==> src/rtl/sync_bus_filter.sv <==
`default_nettype none
// ============================================================================
// sync_bus_filter : multi-bit async-level synchroniser with per-bit glitch
//                   filter and registered rise/fall/change event pulses.
// Revision: 1.0
// ============================================================================
module sync_bus_filter #(
  parameter int               WIDTH  = 1,
  parameter int               STAGES = 3,
  parameter logic [WIDTH-1:0] INIT   = {WIDTH{1'b0}},
  parameter int               FILTER = 1
) (
  input  logic             clk,
  input  logic             rst_n,
  input  logic [WIDTH-1:0] data_in,
  output logic [WIDTH-1:0] data_out,
  output logic [WIDTH-1:0] rise,
  output logic [WIDTH-1:0] fall,
  output logic             change
);

  localparam int c_cnt_w = (FILTER > 1) ? $clog2(FILTER) : 1;
  localparam logic [c_cnt_w-1:0] c_cnt_max = c_cnt_w'(FILTER - 1);

  if ((STAGES < 2) || (STAGES > 8)) begin : g_bad_stages
    $error("sync_bus_filter: STAGES must be within 2..8");
  end
  if ((FILTER < 1) || (FILTER > 65535)) begin : g_bad_filter
    $error("sync_bus_filter: FILTER must be within 1..65535");
  end

  (* ASYNC_REG = "TRUE", shreg_extract = "no" *)
  logic [WIDTH-1:0] r_chain [STAGES];
  logic [WIDTH-1:0] w_sync;
  logic [WIDTH-1:0] w_next_out;
  logic [WIDTH-1:0] r_out;
  logic [WIDTH-1:0] r_rise;
  logic [WIDTH-1:0] r_fall;
  logic             r_change;

  always_ff @(posedge clk or negedge rst_n) begin
    if (!rst_n) begin
      for (int k = 0; k < STAGES; k++) begin
        r_chain[k] <= INIT;
      end
    end else begin
      r_chain[0] <= data_in;
      for (int k = 1; k < STAGES; k++) begin
        r_chain[k] <= r_chain[k-1];
      end
    end
  end

  assign w_sync = r_chain[STAGES-1];

  // Each bit must disagree with data_out for FILTER consecutive cycles
  // before it is accepted; any agreement in between restarts the count.
  for (genvar i = 0; i < WIDTH; i++) begin : g_bit
    logic [c_cnt_w-1:0] r_cnt;
    logic [c_cnt_w-1:0] w_cnt_nxt;
    logic               w_bit_nxt;

    always_comb begin
      w_cnt_nxt = '0;
      w_bit_nxt = r_out[i];
      if (w_sync[i] != r_out[i]) begin
        if (r_cnt == c_cnt_max) begin
          w_bit_nxt = w_sync[i];
        end else begin
          w_cnt_nxt = r_cnt + 1'b1;
        end
      end
    end

    always_ff @(posedge clk or negedge rst_n) begin
      if (!rst_n) begin
        r_cnt <= '0;
      end else begin
        r_cnt <= w_cnt_nxt;
      end
    end

    assign w_next_out[i] = w_bit_nxt;
  end

  always_ff @(posedge clk or negedge rst_n) begin
    if (!rst_n) begin
      r_out    <= INIT;
      r_rise   <= '0;
      r_fall   <= '0;
      r_change <= 1'b0;
    end else begin
      r_out    <= w_next_out;
      r_rise   <= w_next_out & ~r_out;
      r_fall   <= ~w_next_out & r_out;
      r_change <= |(w_next_out ^ r_out);
    end
  end

  assign data_out = r_out;
  assign rise     = r_rise;
  assign fall     = r_fall;
  assign change   = r_change;

endmodule
`default_nettype wire

==> config.mk <==
export PLATFORM = sky130hd
export DESIGN_NAME = sync_bus_filter
export DESIGN_NICKNAME = d
export VERILOG_FILES = /design/src/rtl/sync_bus_filter.sv
export SDC_FILE = /design/constraint.sdc
export NUM_CORES = 1
export LEC_CHECK = 0
export CAP_MARGIN = 20
export CORE_AREA = 2 2 39 41
export DETAILED_ROUTE_END_ITERATION = 8
export DIE_AREA = 0 0 41 43
export SYNTH_ARGS = -nofsm -noshare
export SYNTH_HDL_FRONTEND = slang
export SYNTH_SLANG_ARGS = --single-unit
==> constraint.sdc <==
create_clock -name clk -period 2.2 [get_ports clk]
set_clock_uncertainty 0.2 [all_clocks]
set_input_delay 0.44 -clock clk [delete_from_list [all_inputs] [get_ports clk]]
set_output_delay 0.44 -clock clk [all_outputs]
set_load 0.005 [all_outputs]
==> key figures, run 1 <==
STA
  – RSZ-0062 raised after global routing: no
  – Minimum clock period after layout: 1.79 ns
  – Relative slew slack: 0.801
  – Tightest Pin Transition: 0.297 ns
  – Setup TNS: 0 ns
  – Tcrit/Tclk final: 0.813
  – F_max: 0.559 GHz
  – Final hold vios: 0
  – # setup viols final: 0
  – Slew Limit Fails: 0

Layout
  – Most frequent cells in the layout: dfrtp_1 (7), clkdlybuf4s50_1 (6), inv_1 (3), ha_1 (3), clkbuf_4 (3)
  – Fraction of layout cells with a size suffix above 1: 0.125
  – Post-route cell area: 337 um^2
  – Final net count: 31
  – Area grow syn2layout: 46.2%
  – Commonest non-fill, non-tap cell in the layout: dfrtp_1
  – # diodes: 0
  – Post-layout util: 0.243
  – Filler instances: 153

Critical path
  – Critical path arrival: between 1 and 1.5 ns
  – Cell Chain, Critical Path: clkdlybuf4s50_1
  – Critical Path RT: about 1.6 ns
  – Crit-path max FO: 4
  – Critical Path End Type: primary output
  – CP max stage delay: ~0.52 ns
  – Crit Path Class: reg2out
  – Family with the most delay on the worst path: buffers and inverters
  – Startpoint types: flip-flop
  – CP bufs+invs: 1
  – Crit-path slowest cell: clkdlybuf4s50_1

Status
  – Status: complete, no violations

Clocking
  – Reg clk slew, reported paths: 0.05 ns
  – Post-cts sizing count: 0
  – Clock buffer depth: 2
  – Setup Fix Bufs, Post-CTS: 0
  – CTS tree: yes
  – H-Tree Depth: 1
  – CTS sink count: 7
  – Post-CTS Hold Fix Bufs: 0
  – Clk_lat worst skew: around 0.24 ns
  – CTS Buf Count: 3
  – Clock root buffer: clkbuf_4

Synthesis
  – Synth warnings: 0
  – Post-synthesis cell type count: 4
  – Syn Inst Count: 14
  – Syn_nets: 20
  – Synth Cell Area: approximately 230 um^2
  – Synthesis-stage register bit count: 7
  – Sequential share of the synthesized area: 0.761
  – Avg Cell Area, Syn: about 16 um^2

Floorplanning
  – CORE AREA: 0.00138 mm^2
  – Die Width: 41 um
  – Die area: 0.00176 mm^2
  – Cell row count: 14
  – Chip height: roughly 43 um
  – Boundary pin count: 7
  – Initial core utilization: 0.166

Route
  – Vias/cell: 3.25
  – Via count: 130
  – DR iter-0 viols: 0
  – Routed WL per cell: about 7.3 um
  – Remaining DRCs: 0
  – Final WL: 293 um
  – Antenna-violating nets left: 0
  – Pre-antenna DRT Iters: 1

Placement
  – HPWL Detailed: 238 um
  – Post-Place Cell Area: slightly above 300 um^2
  – Global placer's final weighted congestion: between 0.4 and 0.5
  – Port buffer count: 6

GRT
  – Grt met2 use: 0.0750
  – Grt peak-use layer: met2
  – Antenna violations before repair: 0
  – Total track usage: 0.0477
  – GRT met3 Usage: 0.0628
  – GRT overflow: 0
  – Pin count of the biggest net entering global routing: 8
  – First-pass GRT wire length: 496 um
  – Vias in the first global route: approximately 150
  – GRT met1 Usage: 0.0266

Power and ir drop
  – P per Cell Area: 874 mW/mm^2
  – Worst VDD drop: 0.415 mV
  – Pleak: 0.164 nW

Worst hold path
  – Type of the worst min-delay path: reg2reg

Flow run
  – MaxCap Viol Count: 0
routing by layer:
metal | wire, um | vias to the layer above
li1 | - | 60
met1 | 110 | 63
met2 | 138 | 7
met3 | 44 | 0
met4 | 0 | 0
met5 | 0 | -
stage by stage:
stage / setup WS (ns) / cells / hold slack (ns) / power, mW
2_1_floorplan: 1.05 / 14 / -0.0556 / 0.158
3_3_place_gp: 0.686 / 36 / 0.135 / 0.185
3_5_place_dp: 0.656 / 36 / 0.141 / 0.187
4_1_cts: 0.389 / 40 / 0.152 / 0.302
5_1_grt: 0.352 / 40 / 0.166 / 0.318
6_report: 0.411 / 40 / 0.148 / 0.294
state kept, by name, summed over array words and instances (netlist names):
register,count
fall,1
change,1
rise,1
r_chain,2
w_sync,1
data_out,1
path summary, 6_finish.rpt:
path | to | depth (start not counted) | startpoint | slack, ns
setup / recovery | data_out | 1 | data_out$_DFF_PN0_ | 0.41
hold / removal | w_sync$_DFF_PN0_ | 0 | r_chain[1]$_DFF_PN0_ | 0.15
setup reg to reg | data_out$_DFF_PN0_ | 3 | data_out$_DFF_PN0_ | 1.01
hold reg to reg | w_sync$_DFF_PN0_ | 0 | r_chain[1]$_DFF_PN0_ | 0.15
max in group asynchronous | r_chain[2]$_DFF_PN0_ | 1 | rst_n | 1.32
min in group asynchronous | change$_DFF_PN0_ | 1 | rst_n | 0.25
logic make-up after synthesis:
kind of cell,after synthesis,synth area share
adders and majority gates,3,0.163
buffers and inverters,3,0.0489
DFF,7,0.761
and+or+nand+nor,1,0.0272
synth_stat cells (all sizes together):
cell type | instances | area share
dfrtp | 7 | 0.76
ha | 3 | 0.16
inv | 3 | 0.049
or2 | 1 | 0.027
final cells by class:
type                       instances  area [um^2]  area share
multi-input combinational          4         43.8       0.130
inverter                           3         11.3      0.0335
clock buffer                       4         26.3      0.0781
sequential                         7          175       0.520
timing repair buffer               6         60.1       0.178
tap                               16         20.0      0.0595
power by group:
group | leakage, nW | switching (mW) | internal, mW | total [mW]
Clock | 0.0150 | 0.0411 | 0.0688 | 0.110
Sequential | 0.0844 | 0.00611 | 0.142 | 0.148
Combinational | 0.0651 | 0.0121 | 0.0243 | 0.0363
Power figures use the tool's default switching activity.
==> inputs of run 2 (changes only) <==
Clock period 2.2 ns to 1.8 ns, I/O delays scaled along.
==> results of run 2 <==
The final DEF is identical to that of run 1. Status: complete, no violations.
Among the figures that moved: setup slack after placement 0.656 ns -> 0.336 ns; setup slack after layout 0.411 ns -> 0.0906 ns; register-to-register setup slack 1.01 ns -> 0.61 ns; total power 0.294 mW -> 0.360 mW; worst IR drop on VDD 0.415 mV -> 0.507 mV
==> inputs of run 3 (changes only) <==
Settings changed: ABC_AREA from default to 1, SLEW_MARGIN from default to 20.
==> key figures, run 3 <==
Status
  – Status: complete, no violations

Critical path
  – Family with the most delay on the worst path: buffers and inverters
  – Critical Path End Type: primary output
  – Crit-path slowest cell: clkdlybuf4s50_1
  – Critical Path RT: 1.24 ns
  – CP max stage delay: 0.52 ns
  – CP bufs+invs: 1
  – Crit-path max FO: 4
  – Crit Path Class: reg2out
  – Critical path arrival: between 1 and 1.5 ns
  – Cell Chain, Critical Path: clkdlybuf4s50_1
  – Startpoint types: flip-flop

GRT
  – Total track usage: 0.0598
  – Pin count of the biggest net entering global routing: 8
  – Vias in the first global route: 142
  – Antenna violations before repair: 0
  – First-pass GRT wire length: 558 um
  – GRT overflow: 0

STA
  – Tightest Pin Transition: 0.308 ns
  – Tcrit/Tclk final: 0.954
  – Min Hold Slack: 0.150 ns
  – # setup viols final: 0
  – Minimum clock period after layout: 1.72 ns
  – F_max: a little under 0.6 GHz
  – Slew Limit Fails: 0
  – Relative slew slack: 0.794
  – Final hold vios: 0
  – RSZ-0062 raised after global routing: no
  – Setup TNS: 0 ns

Route
  – DR iter-0 viols: 6
  – Vias/cell: 3.31
  – Via count: 139
  – Remaining DRCs: 0
  – Routed met1 length: 98 um
  – Routed WL per cell: 7.36 um
  – Pre-antenna DRT Iters: 2
  – Metal2 WL: 133 um
  – Top Metal Used: met4
  – Antenna-violating nets left: 0
  – Met3 routed WL: 69 um
  – Final WL: 309 um

Layout
  – Most frequent cells in the layout: dfrtp_1 (7), clkdlybuf4s50_1 (6), inv_1 (5)
  – # diodes: 0
  – Biggest register: r_chain
  – Fraction of layout cells with a size suffix above 1: 0.115
  – Max reg flops: 2
  – Commonest non-fill, non-tap cell in the layout: dfrtp_1
  – Final net count: 33
  – Post-layout util: 0.247
  – Area grow syn2layout: 45.2%

Synthesis
  – Synth Cell Area: 235 um^2
  – Sequential share of the synthesized area: 0.745
  – Post-synth ARST share: 1.00
  – Synth top area cells: dfrtp_1 (74%), ha_1 (16%), inv_1 (8.0%)
  – Synth top cells by count: dfrtp_1 (7), inv_1 (5), ha_1 (3)
  – EDFF count, synth: 0
  – Post-synthesis cell type count: 4
  – Synth top area share: 0.745
  – Synth warnings: 0
  – Area leader, netlist: dfrtp_1
  – Most frequent cell after synthesis: dfrtp_1
  – Synthesis-stage register bit count: 7
  – Syn_nets: 22
  – Most used DFF post-synth: dfrtp_1
  – Syn Inst Count: 16
  – Avg Cell Area, Syn: 14.7 um^2

Clocking
  – Clk_lat worst skew: 0.24 ns
  – Setup Fix Bufs, Post-CTS: 0
  – CTS Buf Count: 3
  – Post-CTS Hold Fix Bufs: 0
  – Clock root buffer: clkbuf_4
  – CTS sink count: 7
  – Clock buffer depth: 2
  – Post-cts sizing count: 0
  – CTS tree: yes
  – H-Tree Depth: 1
  – Reg clk slew, reported paths: 0.05 ns

Power and ir drop
  – Reg power frac: 0.496
  – Internal power: 0.287 mW
  – Worst VDD drop: about 0.61 mV
  – Net Sw Frac: 0.211
  – Clock power share: 0.381
  – P per Cell Area: 1070 mW/mm^2
  – Pleak: 0.171 nW
  – Gate power share: 0.123
  – Switching power total: 0.0769 mW

Floorplanning
  – Die Width: 41 um
  – Die area: 0.00176 mm^2
  – Chip height: 43 um
  – Initial core utilization: 0.170
  – Cell row count: 14
  – Boundary pin count: 7
  – CORE AREA: 0.00138 mm^2

Placement
  – Global placer's final weighted congestion: between 0.5 and 0.6
  – HPWL Detailed: 239 um
  – Port buffer count: 6

Flow run
  – MaxCap Viol Count: 0

Worst hold path
  – Type of the worst min-delay path: reg2reg
==> run 3: cell count changes in the layout (fill, tap and decap cells not counted) <==
cell / delta
inv_1: +2
nand2_1: +1
or2_1: -1
==> run 3: layer usage <==
metal | vias to the layer above | GRT usage
li1 | 64 | -
met1 | 62 | 0.0432
met5 | - | 0
met3 | 2 | 0.0942
met2 | 11 | 0.0688
met4 | 0 | 0.0400
==> run 3: final timing paths <==
path,startpoint,end,slack (ns),cells after the start
max in group asynchronous,rst_n,r_chain[1]$_DFF_PN0_,1.00,1
max,data_out$_DFF_PN0_,data_out,0.08,1
min,r_chain[1]$_DFF_PN0_,w_sync$_DFF_PN0_,0.15,0
max reg2reg,data_out$_DFF_PN0_,change$_DFF_PN0_,0.75,3
min in group asynchronous,rst_n,rise$_DFF_PN0_,0.16,1
min reg2reg,r_chain[1]$_DFF_PN0_,w_sync$_DFF_PN0_,0.15,0
==> run 3: metrics by stage <==
stage,setup WS [ns],power (mW),cells,area (um^2)
after floorplan,0.770,0.195,16,235
after global placement,0.367,0.227,38,315
after detailed placement,0.340,0.229,38,315
after CTS,0.0647,0.373,42,342
after global routing,0.0184,0.393,42,342
final,0.0836,0.364,42,342
==> run 3: area by class of cell <==
| cell class | instances | area, um^2 |
|---|---|---|
| fill | 144 | 1040 |
| sequential | 7 | 175 |
| timing repair buffer | 6 | 60.1 |
| multi-input combinational | 4 | 41.3 |
| clock buffer | 4 | 26.3 |
| tap | 16 | 20.0 |
| inverter | 5 | 18.8 |
==> run 3: power groups by stage <==
| stage | combinational, mW | clock (mW) | sequential (mW) |
|---|---|---|---|
| 6_report | 0.0449 | 0.139 | 0.180 |
| 5_1_grt | 0.0517 | 0.160 | 0.182 |
| 4_1_cts | 0.0462 | 0.146 | 0.181 |
| 3_5_place_dp | 0.0461 | 0 | 0.183 |
| 3_3_place_gp | 0.0447 | 0 | 0.182 |
| 2_1_floorplan | 0.0104 | 0 | 0.184 |
==> run 3: cell families (layout without fill, tap and decap cells) <==
family                   count (synthesis)  after routing  share of synthesized area
adder cells (fa/ha/maj)                  3              3                      0.160
buffers and inverters                    5             15                     0.0798
AND/OR/NAND/NOR                          1              1                     0.0159
flip-flops                               7              7                      0.745
